===== config.mk =====
export PLATFORM = sky130hd
export DESIGN_NAME = vga_hvsync_generator_flat
export DESIGN_NICKNAME = d
export VERILOG_FILES = /design/src/rtl/vga_hvsync_if.sv /design/src/rtl/vga_hvsync_generator.sv /design/src/flat_wrapper.sv
export SDC_FILE = /design/constraint.sdc
export NUM_CORES = 1
export LEC_CHECK = 0
export ABC_AREA = 1
export CORE_ASPECT_RATIO = 1.5
export CORE_UTILIZATION = 40
export CTS_BUF_LIST = sky130_fd_sc_hd__clkbuf_16
export CTS_CLUSTER_DIAMETER = 200
export DETAILED_ROUTE_END_ITERATION = 10
export PLACE_DENSITY = 0.78
export SLEW_MARGIN = 20
export SYNTH_ARGS = -nofsm -noshare
export SYNTH_HDL_FRONTEND = slang
export SYNTH_SLANG_ARGS = --single-unit

===== constraint.sdc =====
create_clock -name clk -period 1.2 [get_ports clk]
set_clock_uncertainty 0.05 [all_clocks]
set_input_delay 0.36 -clock clk [delete_from_list [all_inputs] [get_ports clk]]
set_output_delay 0.36 -clock clk [all_outputs]
set_load 0.03 [all_outputs]

===== src/rtl/vga_hvsync_if.sv =====
// vga_hvsync_if: beam position, sync and display-enable bundle from the timing generator to the renderers
interface vga_hvsync_if;
   logic       hsync;
   logic       vsync;
   logic       display_on;
   logic [8:0] hpos;
   logic [8:0] vpos;
   modport master (output hsync, vsync, display_on, hpos, vpos);
   modport slave  (input  hsync, vsync, display_on, hpos, vpos);
endinterface


===== src/rtl/vga_hvsync_generator.sv =====
// vga_hvsync_generator: free-running video timing generator (define HVSYNC_CLKDIV2_EN to advance on every second clk edge)
module vga_hvsync_generator #(
   parameter int H_DISPLAY        = 256,
   parameter int H_BACK           = 23,
   parameter int H_FRONT          = 7,
   parameter int H_SYNC           = 23,
   parameter int V_DISPLAY        = 240,
   parameter int V_TOP            = 5,
   parameter int V_BOTTOM         = 14,
   parameter int V_SYNC           = 3,
   parameter bit SYNC_ACTIVE_HIGH = 1'b1
) (
   input  logic         clk,
   input  logic         reset,
   vga_hvsync_if.master vid
);
   localparam int H_MAX_I = H_DISPLAY + H_BACK + H_FRONT + H_SYNC - 1;
   localparam int V_MAX_I = V_DISPLAY + V_TOP + V_BOTTOM + V_SYNC - 1;
   localparam logic [8:0] H_MAX        = 9'(H_MAX_I);
   localparam logic [8:0] V_MAX        = 9'(V_MAX_I);
   localparam logic [8:0] H_SYNC_START = 9'(H_DISPLAY + H_FRONT);
   localparam logic [8:0] H_SYNC_END   = 9'(H_DISPLAY + H_FRONT + H_SYNC - 1);
   localparam logic [8:0] V_SYNC_START = 9'(V_DISPLAY + V_BOTTOM);
   localparam logic [8:0] V_SYNC_END   = 9'(V_DISPLAY + V_BOTTOM + V_SYNC - 1);
   localparam logic [8:0] H_VIS        = 9'(H_DISPLAY);
   localparam logic [8:0] V_VIS        = 9'(V_DISPLAY);
   localparam logic       ACT          = SYNC_ACTIVE_HIGH;

   // counters are 9 bits wide, so larger timings cannot be represented
   if (H_MAX_I > 511 || V_MAX_I > 511) begin : g_bad_timing
      $error("vga_hvsync_generator: H_MAX/V_MAX exceed 9-bit range");
   end

   logic [8:0] hpos;
   logic [8:0] vpos;
   logic       hsync;
   logic       vsync;
   logic       tick;

`ifdef HVSYNC_CLKDIV2_EN
   logic tog;
   // divide-by-two toggle; tick is high on the first edge after reset release
   always_ff @(posedge clk or negedge reset) begin
      if (!reset) tog <= 1'b0;
      else        tog <= ~tog;
   end
   assign tick = ~tog;
`else
   assign tick = 1'b1;
`endif

   // beam counters plus sync outputs registered from the position of the previous tick
   always_ff @(posedge clk or negedge reset) begin
      if (!reset) begin
         hpos  <= '0;
         vpos  <= '0;
         hsync <= ~ACT;
         vsync <= ~ACT;
      end else if (tick) begin
         hpos  <= (hpos == H_MAX) ? '0 : hpos + 9'd1;
         if (hpos == H_MAX) vpos <= (vpos == V_MAX) ? '0 : vpos + 9'd1;
         hsync <= (hpos >= H_SYNC_START && hpos <= H_SYNC_END) ? ACT : ~ACT;
         vsync <= (vpos >= V_SYNC_START && vpos <= V_SYNC_END) ? ACT : ~ACT;
      end
   end

   assign vid.hpos       = hpos;
   assign vid.vpos       = vpos;
   assign vid.hsync      = hsync;
   assign vid.vsync      = vsync;
   assign vid.display_on = (hpos < H_VIS) && (vpos < V_VIS);
endmodule


===== src/flat_wrapper.sv =====
// flat-port wrapper written by rule: the top's interface ports become plain ports
module vga_hvsync_generator_flat 
#(
   parameter int H_DISPLAY        = 256,
   parameter int H_BACK           = 23,
   parameter int H_FRONT          = 7,
   parameter int H_SYNC           = 23,
   parameter int V_DISPLAY        = 240,
   parameter int V_TOP            = 5,
   parameter int V_BOTTOM         = 14,
   parameter int V_SYNC           = 3,
   parameter bit SYNC_ACTIVE_HIGH = 1'b1
)
  (clk, reset, vid_hsync, vid_vsync, vid_display_on, vid_hpos, vid_vpos);
  vga_hvsync_if vid_i ();
  input  logic clk;
  input  logic reset;
  output wire logic [$bits(vid_i.hsync)-1:0] vid_hsync;
  output wire logic [$bits(vid_i.vsync)-1:0] vid_vsync;
  output wire logic [$bits(vid_i.display_on)-1:0] vid_display_on;
  output wire logic [$bits(vid_i.hpos)-1:0] vid_hpos;
  output wire logic [$bits(vid_i.vpos)-1:0] vid_vpos;
  assign vid_hsync = vid_i.hsync;
  assign vid_vsync = vid_i.vsync;
  assign vid_display_on = vid_i.display_on;
  assign vid_hpos = vid_i.hpos;
  assign vid_vpos = vid_i.vpos;
  vga_hvsync_generator #(.H_DISPLAY(H_DISPLAY), .H_BACK(H_BACK), .H_FRONT(H_FRONT), .H_SYNC(H_SYNC), .V_DISPLAY(V_DISPLAY), .V_TOP(V_TOP), .V_BOTTOM(V_BOTTOM), .V_SYNC(V_SYNC), .SYNC_ACTIVE_HIGH(SYNC_ACTIVE_HIGH)) u_core (.clk(clk), .reset(reset), .vid(vid_i));
endmodule

Word-level counts from Yosys, hierarchy flattened
Index checks and enable logic that the tools add are counted.
Storage, ports and cells
  flip-flop bits (word level): 20
  latch bits: 0
  RAM bits: 0
  bits in read-only memories: 0
  output and inout bits: 21
  memories kept: 0
Operators by class
  add/sub/neg operators: 2
  multipliers: 0
  div/mod/pow operators: 0
  magnitude comparators: 6
  equality and inequality tests: 2
  shift operators: 0
  mux-type cells: 4
  bitwise gates (word level): 0
  reduce and logical (&&, ||, !) cells: 3
Operators with widths (number)
  adder 9 x 1 -> 9 bit, second input constant: 2
  == test 9 bit, second input constant: 2
  <= comparator 9 bit, second input constant: 2
  two-way mux 9 bit: 2
  greater-or-equal comparator 9 x 8 -> 1 bit, second input constant: 1
  greater-or-equal comparator 9 bit, second input constant: 1
  < comparator 9 x 8 -> 1 bit, second input constant: 1
  < comparator 9 bit, second input constant: 1
  logical AND 1 bit: 3
  two-way mux 1 bit: 2

Depth between registers and ports, before layout
Gate-level depths: netlist of run 1.
  depth after elaboration: 3
  gate-level depth with buffers: 9

Worst setup path after synthesis of run 1
No wires, ideal clock.
  kind: register to output
  from: register u_core.vpos[5] (netlist: u_core.vid.vpos[5])
  to: output vid_display_on
  data arrival time: 1.353 ns
  required time: 0.790 ns
  slack: -0.563 ns
  cell stages (with the launch flop): 4
  buffers on the path: 0
  path through: dfrtp_1 -> nand2_1 -> nor2_1 -> nor3_1
On the way
  cells in the longest elaborated chain, start to end: 2
Ends and longest elaborated chain
  from (decl): RTL line vga_hvsync_generator.sv:35  | logic [8:0] vpos;
  from (signal assigned): RTL line vga_hvsync_generator.sv:61  | if (hpos == H_MAX) vpos <= (vpos == V_MAX) ? '0 : vpos + 9'd1;
  < comparator 9 x 8 -> 1 bit: RTL line vga_hvsync_generator.sv:71  | assign vid.display_on = (hpos < H_VIS) && (vpos < V_VIS);
  logical AND 1 bit: RTL line vga_hvsync_generator.sv:71
  to (decl): RTL line flat_wrapper.sv:20  | output wire logic [$bits(vid_i.display_on)-1:0] vid_display_on;
No other way between the ends.

Final worst setup path of run 1
  from: register u_core.hpos[0] (netlist: u_core.vid.hpos[0])
  to: register u_core.vpos[6] (netlist: u_core.vid.vpos[6])
On the way
  cells in the longest elaborated chain, start to end: 1
Ends and longest elaborated chain
  from (decl): RTL line vga_hvsync_generator.sv:34  | logic [8:0] hpos;
  from (signal assigned): RTL line vga_hvsync_generator.sv:60  | hpos <= (hpos == H_MAX) ? '0 : hpos + 9'd1;
  == test 9 bit: RTL line vga_hvsync_generator.sv:61
No other way between the ends.
A chain may end at the register's enable or synchronous reset.

==> results.md, run 1 <==
- Total placed instance area: about 0.0016 mm2
- Die X-Extent: 46.0 um
- Post-Route WL: approximately 5 mm
- Highest fanout seen on the critical path: 7
- Synth top area share: between 40% and 50%
- Ant diodes: 0
- Count of final setup violators: 39
- Synth Area in XOR/XNOR: between 2 and 2.5%
- Launch point of the worst reg-to-reg path: u_core.vid.hpos[0]
- Top cells by area, synth: dfrtp_1 (43%), nand2_1 (13%), inv_1 (7.4%), nor2_1 (5.5%), ha_1 (5.4%)
- Die area: about 0.0031 mm2
- Core area: 0.00271 mm2
- Worst EP required: between 1 and 1.5 ns
- Crit end category: flip-flop
- Netlist cell types: 21
- Reg2reg setup slack: -0.31 ns
- Hold Violations, Final: 0
- Worst IR Drop VDD: between 0.7 and 0.8 mV
- Leak: approximately 1.2 nW
- FF+latch count, synth: 20
- Avg WL per Cell: approximately 18 um
- Final total power: around 1.4 mW
- Yosys warning count: 0
- Adder-Cell Fraction of Synth Area: under 10%
- Outcome: finished with violations
- CTS Root Cell: clkbuf_16
- Die Ht: 68.0 um
- H-tree depth: 1
- Slew @ Worst Pin: about 0.28 ns
- CTS buffer count: 3
- HP Class: in -> async
- Starting Density: between 40% and 50%
- IO Port Bufs: 22
- Max transition margin: just over 80%
- Vias in the first global route: ~1.5k
- Area grow syn2layout: 101%
- Fillers: ~150
- RePlAce Congestion: 0.887
- Post-Synth Simple-Gate Area: about a third
- Vias per cell: around 5.2
- Maxcap violations: 0
- Via count: roughly 1.4k
- Post-Synthesis Cells: between 150 and 200
- Mapped Area: between 0.001 and 0.0015 mm2
- Syn avg cell area: 7.59 um2
- Layout cells sized above 1: ~64%
- Final min period: 1.51 ns
- Mux contribution to synthesized area: 0%
- Compound-gate portion of the synthesized area: between 5 and 6%
- Failing checks: negative setup slack
- Worst r2r path cells: 9
- Power Density: between 500 and 600 mW/mm2
- Max-slew violations: 0
- Unrepaired setup endpoints after global routing: true
- Worst R2R End: u_core.vid.vpos[6]
- Io pins: 23
- Largest net degree at the start of global routing: 21
- Most common cell after layout, fill and taps aside: buf_6
- Most frequent cells in the layout: buf_6 (42), buf_4 (38), nand2_1 (25)
- F_max: roughly 0.66 GHz
- Critical path class: reg -> reg
- Post-synth net total: 160
- Critical Path AT: between 1.5 and 2 ns
- Grt ovf: 0
- Final WS setup: -0.306 ns
- Antenna Nets Post-Route: 0
- Sink Count: 20
- Biggest area consumer among synthesized cells: dfrtp_1
- Design area: 0.00233 mm2
- # hold bufs at CTS: 0
- Seq/Total Area, Yosys: between 40% and 50%
- First-pass GRT wire length: 6.43 mm
- Crit share post-route: 126%
- # DRC: 0
- Largest family of logic cells by synthesized area: simple AND/OR/NAND/NOR gates
- Final hold slack: approximately 0.4 ns
- Critical path launch point type: flip-flop
- Worst-Skew Late Latency: about 0.25 ns
- Post-DP HPWL: ~2.4 mm
- CTS tree: built
- Initial antenna violation count: 0
- CTS Buffer Depth: 2
- Worst-path clk slew: ~0.060 ns
- Drt first-iter violations: 33
- 1st-pass router iterations: 4
- Final TNS setup: -7.78 ns
- Gr usage total: 29.3%
- # rows: 23
- Nets: between 200 and 250
area by class of cell:
type / count / area (um2) / share of cell area [%]
Timing Repair Buffer: 83 / 808 / 34.7
Multi-Input combinational cell: 107 / 781 / 33.5
Sequential cell: 20 / 513 / 22.0
Inverter: 25 / 101 / 4.35
Clock buffer: 3 / 75.1 / 3.22
Tap cell: 37 / 46.3 / 1.99
Clock inverter: 1 / 3.75 / 0.161
cell families (layout without fill, tap and decap cells):
logic type,count (synthesis),count (layout)
and+or+nand+nor,87,87
AOI/OAI and AO/OA,12,12
buffers and inverters,26,112
xor gates and xnor gates,3,3
DFF,20,20
adders and majority gates,5,5
repair_timing:
action / 4_1_cts / 5_1_grt
buffers inserted: 24 / 12
endpoints found under the setup margin: 39 / 40
cloned: 0 / 0
pin swaps: 17 / 14
resized for setup: 83 / 31
how the worst max path moves through the flow:
| stage | start | to | slack, ns | cells after the start |
|---|---|---|---|---|
| 2_1_floorplan | u_core.vid.hpos[0] | u_core.vid.vpos[1] | -0.22 | 8 |
| 3_3_place_gp | u_core.vid.hpos[1] | u_core.vid.vpos[1] | -0.16 | 8 |
| 3_5_place_dp | u_core.vid.hpos[1] | u_core.vid.vpos[1] | -0.23 | 8 |
| 4_1_cts | u_core.vid.vpos[5] | vid_display_on | -0.35 | 4 |
| 5_1_grt | u_core.vid.hpos[0] | u_core.vid.vpos[6] | -0.39 | 9 |
| 6_report | u_core.vid.hpos[0] | u_core.vid.vpos[6] | -0.31 | 9 |
sequential cells by signal (all words and copies together) (netlist names):
| signal | cells |
|---|---|
| u_core.vid.hpos | 9 |
| u_core.vid.hsync | 1 |
| u_core.vid.vpos | 9 |
| u_core.vid.vsync | 1 |
synth_stat cells:
cell type  number
buf_8           1
ha_1            5
nand4_1         5
nor3_1          7
nand3_1        10
o21ai_1         2
dfrtp_1        20
inv_2           2
or2_2           1
xor2_1          3
o22ai_1         1
nand2_2         2
a21oi_1         2
inv_1          23
nand3_2         1
nor3b_1         1
o21ai_0         7
nor2_8          1
nor2_1         17
nand2_4         1
nand2_1        41
worst max-delay path, stage by stage, from the launching register on:
cell     delay [ns]
dfrtp_2        0.44
inv_2          0.11
ha_4           0.15
nand2_1        0.06
inv_2          0.07
nand2_4        0.06
nor2_8         0.21
buf_12         0.15
nand3_2        0.05
o21ai_1        0.07
metrics by stage:
stage          utilization (%)  worst slack (ns)  cells
2_1_floorplan                -            -0.216    153
3_3_place_gp              61.0            -0.161    242
3_5_place_dp              61.0            -0.230    242
4_1_cts                   81.0            -0.350    268
5_1_grt                   86.1            -0.389    276
6_report                  86.1            -0.306    276
power by group:
group	total (mW)	internal (mW)	leakage [nW]	switching, mW
logic	0.0241	0.00946	0.870	0.0147
clock network	0.690	0.444	0.0385	0.247
registers	0.674	0.674	0.250	0
layer usage:
metal / share of wire, % / track usage, % / routed length (um)
met1: 34 / 27.5 / 1710
met3: 3.4 / 3.43 / 170
met2: 55 / 56.0 / 2720
met4: 7.5 / 19.1 / 374
met5: 0 / 0 / 0
No activity file was read; power rests on OpenSTA's default activity.
==> run 2: changes to the inputs <==
CAP_MARGIN = 10   (was unset)
GPL_TIMING_DRIVEN = 0   (was unset)
==> results.md, run 2 (same netlist as run 1, synthesis figures left out) <==
- Post-Route WL: 4.09 mm (-18%)
- Drt first-iter violations: 45 (+36%)
- Gr usage total: 27.6% (-1.7 points)
- Power share of the clock group: 57.5% (+7.8 points)
- Core area: 0.00271 mm2 (unchanged)
- Hold Violations, Final: 0 (unchanged)
- Worst-Skew Late Latency: 0.26 ns (about the same)
- # DRC: 0 (unchanged)
- Worst EP required: 0.79 ns (-0.54 ns)
- Launch point of the worst reg-to-reg path: u_core.vid.hpos[0]
- Antenna Nets Post-Route: 0 (unchanged)
- Highest fanout seen on the critical path: 4 (-3)
- Power Density: 734 mW/mm2 (+23%)
- Die Ht: 68.0 um (unchanged)
- Maxcap violations: 0 (unchanged)
- Comb pwr share: 0.9% (-0.8 points)
- CTS tree: built
- Fillers: 168 (+13%)
- H-tree depth: 1 (unchanged)
- Seq pwr share: 41.6% (-7.0 points)
- Io pins: 23 (unchanged)
- Initial antenna violation count: 0 (unchanged)
- Reg2reg setup slack: -0.27 ns (+0.04 ns)
- Final total power: 1.62 mW (+17%)
- Critical Path AT: 1.10 ns (-0.53 ns)
- Worst IR Drop VDD: 0.835 mV (+15%)
- CTS Root Cell: clkbuf_16
- Die area: 0.00313 mm2 (unchanged)
- Count of final setup violators: 38 (-2.6%)
- CTS Buffer Depth: 2 (unchanged)
- Final Core Density: 81.6% (-4.4 points)
- Most common cell after layout, fill and taps aside: buf_6
- Area grow syn2layout: 90.2%
- Multi-input gate area: 816 um2 (+4.5%)
- Crit end category: output port
- Unrepaired setup endpoints after global routing: true
- Critical path class: reg -> out
- Largest net degree at the start of global routing: 21 (unchanged)
- Final hold slack: 0.0203 ns (-0.382 ns)
- Die X-Extent: 46.0 um (unchanged)
- Largest registers: u_core.vid.hpos x9, u_core.vid.vpos x9
- # hold bufs at CTS: 0 (unchanged)
- Final WS setup: -0.315 ns (-0.00877 ns)
- Register area: 518 um2 (+0.98%)
- Starting Density: 42.9% (unchanged)
- RePlAce Congestion: 0.860 (-3.1%)
- Post-DP HPWL: 1.91 mm (-19%)
- Leak: 1.05 nW (-9.1%)
- Switching fraction of total power: 17.5% (-1.3 points)
- F_max: 0.660 GHz (-0.58%)
- HP Class: in -> async
- Ant diodes: 0 (unchanged)
- # rows: 23 (unchanged)
- Sink Count: 20 (unchanged)
- Most frequent cells in the layout: buf_6 (33), nand2_1 (26), buf_4 (24)
- Design area: 0.00221 mm2 (-5.2%)
- First-pass GRT wire length: 6.11 mm (-5.0%)
- Slew @ Worst Pin: 0.536 ns (+0.252 ns)
- NetSw: 284 uW (+8.6%)
- Max transition margin: 64.3% (-17 points)
- Final min period: 1.51 ns (+0.00876 ns)
- Grt ovf: 0 (unchanged)
- Avg WL per Cell: 16.1 um (-11%)
- Vias in the first global route: 1357 (-7.1%)
- Worst-path clk slew: 0.06 ns (about the same)
- Pint: 1.34 mW (+19%)
- Vias per cell: 5.25 (+0.87%)
- IO Port Bufs: 22 (unchanged)
- Failing checks: negative setup slack
- Worst r2r path cells: 10 (+1)
- Total placed instance area: 0.00146 mm2 (-12%)
- Critical path launch point type: flip-flop
- Outcome: finished with violations
- Worst R2R End: u_core.vid.vpos[8]
- Nets: 225 (-8.9%)
- 1st-pass router iterations: 5 (+1)
- Via count: 1334 (-7.2%)
- Crit share post-route: 126% (+0.73 points)
- Layout cells sized above 1: 62.2% (-1.8 points)
- CTS buffer count: 3 (unchanged)
- Max-slew violations: 0 (unchanged)
run 2: cell types whose count changed in the layout (fill, tap and decap cells not counted), sizes merged:
cell and delta:
clkinv -1, clkbuf +1, bufinv +1, clkdlybuf4s50 -1, buf -22
run 2: worst max-delay path by stage:
stage | startpoint | endpoint | slack [ns] | cells past startpoint
after global placement | u_core.vid.vpos[6] | vid_display_on | -0.61 | 4
final | u_core.vid.vpos[6] | vid_display_on | -0.31 | 4
after floorplan | u_core.vid.hpos[0] | u_core.vid.vpos[1] | -0.22 | 8
after detailed placement | u_core.vid.vpos[5] | vid_display_on | -0.61 | 4
after global routing | u_core.vid.vpos[0] | u_core.vid.vpos[8] | -0.36 | 6
after CTS | u_core.vid.vpos[6] | vid_display_on | -0.32 | 4
run 2: critical path, stage by stage (launching register included):
cell and delay, ns:
dfrtp_2 0.43, nand2_2 0.10, nor2_4 0.05, nor3_4 0.12, buf_6 0.15
run 2: metal layers:
metal | track usage, % | part of all wire [%] | routed length [um]
met5 | 0 | 0 | 0
met4 | 13.2 | 5.1 | 210
met3 | 3.69 | 3.7 | 150
met2 | 51.6 | 58 | 2390
met1 | 28.8 | 33 | 1340
run 2: power groups by stage:
stage / clock network (mW) / registers, mW / logic [mW]
floorplan: 0 / 0.687 / 0.000000333
global placement: 0 / 0.687 / 0.0171
detailed placement: 0 / 0.687 / 0.0167
CTS: 0.933 / 0.674 / 0.0154
global route: 0.980 / 0.674 / 0.0181
finish: 0.933 / 0.674 / 0.0147
run 2: through the flow:
step	TNS, ns	cells	worst slack (ns)
floorplan	-3.45	153	-0.216
global placement	-18.11	212	-0.614
detailed placement	-17.82	212	-0.608
CTS	-5.65	245	-0.317
global route	-8.04	254	-0.357
finish	-6.47	254	-0.315
run 2: final cells by class:
cell class / instances / share of cell area (%)
tap: 37 / 2.10
inverter: 25 / 5.04
sequential: 20 / 23.5
multi-input combinational: 107 / 36.9
timing repair buffer: 61 / 27.7
clock inverter: 1 / 1.36
clock buffer: 3 / 3.40
run 2: repair_timing:
item | in CTS | in global routing
buffers inserted | 28 | 15
pin swaps | 12 | 17
gates resized for setup | 195 | 57
endpoints found under the setup margin | 60 | 60
cloned | 1 | 0
==> run 3: changes to the inputs <==
GPL_TIMING_DRIVEN = unset   (was 0)
MAX_ROUTING_LAYER = met4   (was unset)
==> results.md, run 3 (same netlist as run 1, synthesis figures left out) <==
- Starting Density: 42.9% (unchanged)
- CTS Buffer Depth: 2 (unchanged)
- Initial antenna violation count: 0 (unchanged)
- 1st-pass router iterations: 4 (-1)
- Worst EP required: 1.33 ns (+0.54 ns)
- Most common cell after layout, fill and taps aside: buf_6
- Critical Path AT: 1.63 ns (+0.53 ns)
- Leak: 1.16 nW (+10%)
- IO Port Bufs: 22 (unchanged)
- Layout cells sized above 1: 64.0% (+1.8 points)
- Most frequent cells in the layout: buf_6 (42), buf_4 (38), nand2_1 (25)
- # hold bufs at CTS: 0 (unchanged)
- Via count: 1450 (+8.7%)
- CTS buffer count: 3 (unchanged)
- Vias in the first global route: 1456 (+7.3%)
- H-tree depth: 1 (unchanged)
- Gr usage total: 30.1% (+2.5 points)
- # rows: 23 (unchanged)
- Final WS setup: -0.302 ns (+0.0129 ns)
- Seq pwr share: 48.5% (+6.9 points)
- Avg WL per Cell: 18.2 um (+13%)
- Final TNS setup: -7.74 ns (-1.27 ns)
- Vias per cell: 5.25 (about the same)
- First-pass GRT wire length: 6.43 mm (+5.3%)
- Final min period: 1.50 ns (-0.0129 ns)
- NetSw: 264 uW (-7.1%)
- # DRC: 0 (unchanged)
- HP Class: in -> async
- Ant diodes: 0 (unchanged)
- Nets: 247 (+9.8%)
- Die Ht: 68.0 um (unchanged)
- Area grow syn2layout: 101%
- Critical path's top delay family: flip-flops
- Drt first-iter violations: 31 (-31%)
- Die X-Extent: 46.0 um (unchanged)
- Worst IR Drop VDD: 0.724 mV (-13%)
- Hold Violations, Final: 0 (unchanged)
- Most frequent CP cell: inv_2
- Max transition margin: 82.1% (+18 points)
- Core area: 0.00271 mm2 (unchanged)
- Worst path buffer plus inverter count: 3 (+2)
- Grt ovf: 0 (unchanged)
- Post-DP HPWL: 2.36 mm (+23%)
- Largest registers: u_core.vid.hpos x9, u_core.vid.vpos x9
- Power Density: 598 mW/mm2 (-19%)
- Pint: 1.13 mW (-16%)
- Critical path launch point type: flip-flop
- Final hold slack: 0.401 ns (+0.380 ns)
- Comb pwr share: 1.7% (+0.8 points)
- Pre-CTS WS: -0.230 ns (+0.378 ns)
- Crit end category: flip-flop
- Design area: 0.00233 mm2 (+5.4%)
- Slew @ Worst Pin: 0.267 ns (-0.269 ns)
- Critical path class: reg -> reg
- Failing checks: negative setup slack
- Highest fanout seen on the critical path: 7 (+3)
- Antenna Nets Post-Route: 0 (unchanged)
- Largest net degree at the start of global routing: 21 (unchanged)
- Maxcap violations: 0 (unchanged)
- CTS Root Cell: clkbuf_16
- Worst-path clk slew: 0.06 ns (about the same)
- Count of final setup violators: 39 (+2.6%)
- Critical-path cell list: inv_2 -> ha_4 -> nand2_1 -> inv_2 -> nand2_4 -> nor2_8 -> buf_12 -> nand3_2 -> o21ai_1
- Non-Filler Instances: 276 (+8.7%)
- Total placed instance area: 0.00165 mm2 (+13%)
- Switching fraction of total power: 18.9% (+1.4 points)
- Crit share post-route: 125% (-1.1 points)
- Post-Route WL: 5.01 mm (+22%)
- Die area: 0.00313 mm2 (unchanged)
- Max-slew violations: 0 (unchanged)
- RePlAce Congestion: 0.902 (+4.9%)
- Worst-Skew Late Latency: 0.25 ns (about the same)
- Power share of the clock group: 49.8% (-7.7 points)
- Io pins: 23 (unchanged)
- Cell total after placement: 242 (+14%)
- Unrepaired setup endpoints after global routing: true
- Outcome: finished with violations
- Slowest-stage cell, CP: dfrtp_2
- CTS tree: built
- F_max: 0.666 GHz (+0.86%)
- Sink Count: 20 (unchanged)
- Critical path's largest stage delay: 0.44 ns (about the same)
==> run 3: changes by cell type in the layout (fill, tap and decap cells not counted), sizes merged <==
cell           delta
clkbuf            -1
buf              +22
bufinv            -1
clkinv            +1
clkdlybuf4s50     +1
==> run 3: power by group through the flow <==
stage	clock network [mW]	logic (mW)	registers, mW
after floorplan	0	0.000000333	0.687
after global placement	0	0.0251	0.687
final	0.693	0.0241	0.674
after global routing	0.721	0.0269	0.674
after detailed placement	0	0.0247	0.687
after CTS	0.688	0.0248	0.674
==> run 3: final timing paths <==
| kind | from | endpoint | slack (ns) | depth (start not counted) |
|---|---|---|---|---|
| max reg2reg | u_core.vid.hpos[0] | u_core.vid.vpos[6] | -0.30 | 9 |
| max | u_core.vid.hpos[0] | u_core.vid.vpos[6] | -0.30 | 9 |
| max in group asynchronous | reset | u_core.vid.vpos[0] | 0.55 | 2 |
| min | reset | u_core.vid.hpos[2] | 0.40 | 2 |
| min reg2reg | u_core.vid.hpos[0] | u_core.vid.hpos[0] | 0.57 | 2 |
| min in group clk | u_core.vid.hpos[0] | u_core.vid.hpos[0] | 0.57 | 2 |
==> run 3: worst register-to-register path, delay by kind of cell (launching register included) <==
family	cells	cell delay (ns)
AOI/OAI and AO/OA	1	0.07
adders and majority gates	1	0.15
and+or+nand+nor	4	0.38
DFF	1	0.44
buffers and inverters	3	0.33
==> run 3: routing by layer <==
metal / track usage, % / part of all wire [%] / vias up / wire (um)
li1: - / - / 656 / -
met1: 27.6 / 34 / 702 / 1700
met2: 56.0 / 54 / 62 / 2730
met4: 19.1 / 7.6 / 0 / 382
met3: 3.17 / 3.9 / 30 / 194
met5: - / 0 / - / 0
==> run 3: repair_timing <==
action / in CTS / in global routing
gates resized for setup: 83 / 31
pin swaps: 17 / 14
gates cloned: 0 / 0
setup buffers: 24 / 12
setup endpoints to repair: 39 / 40
==> run 3: per-stage QoR <==
| stage | power (mW) | utilization, % |
|---|---|---|
| CTS | 1.39 | 81.0 |
| finish | 1.39 | 86.1 |
| global route | 1.42 | 86.1 |
| global placement | 0.712 | 61.0 |
| floorplan | 0.687 | - |
| detailed placement | 0.711 | 61.0 |
==> run 3: area by class of cell <==
type,instances,area (um2)
clock inverters,1,3.75
clock buffers,3,75.1
fillers,149,377
well taps,37,46.3
flip-flops and latches,20,513
repair buffers,83,808
inverters,25,101
multi-input cells,107,781
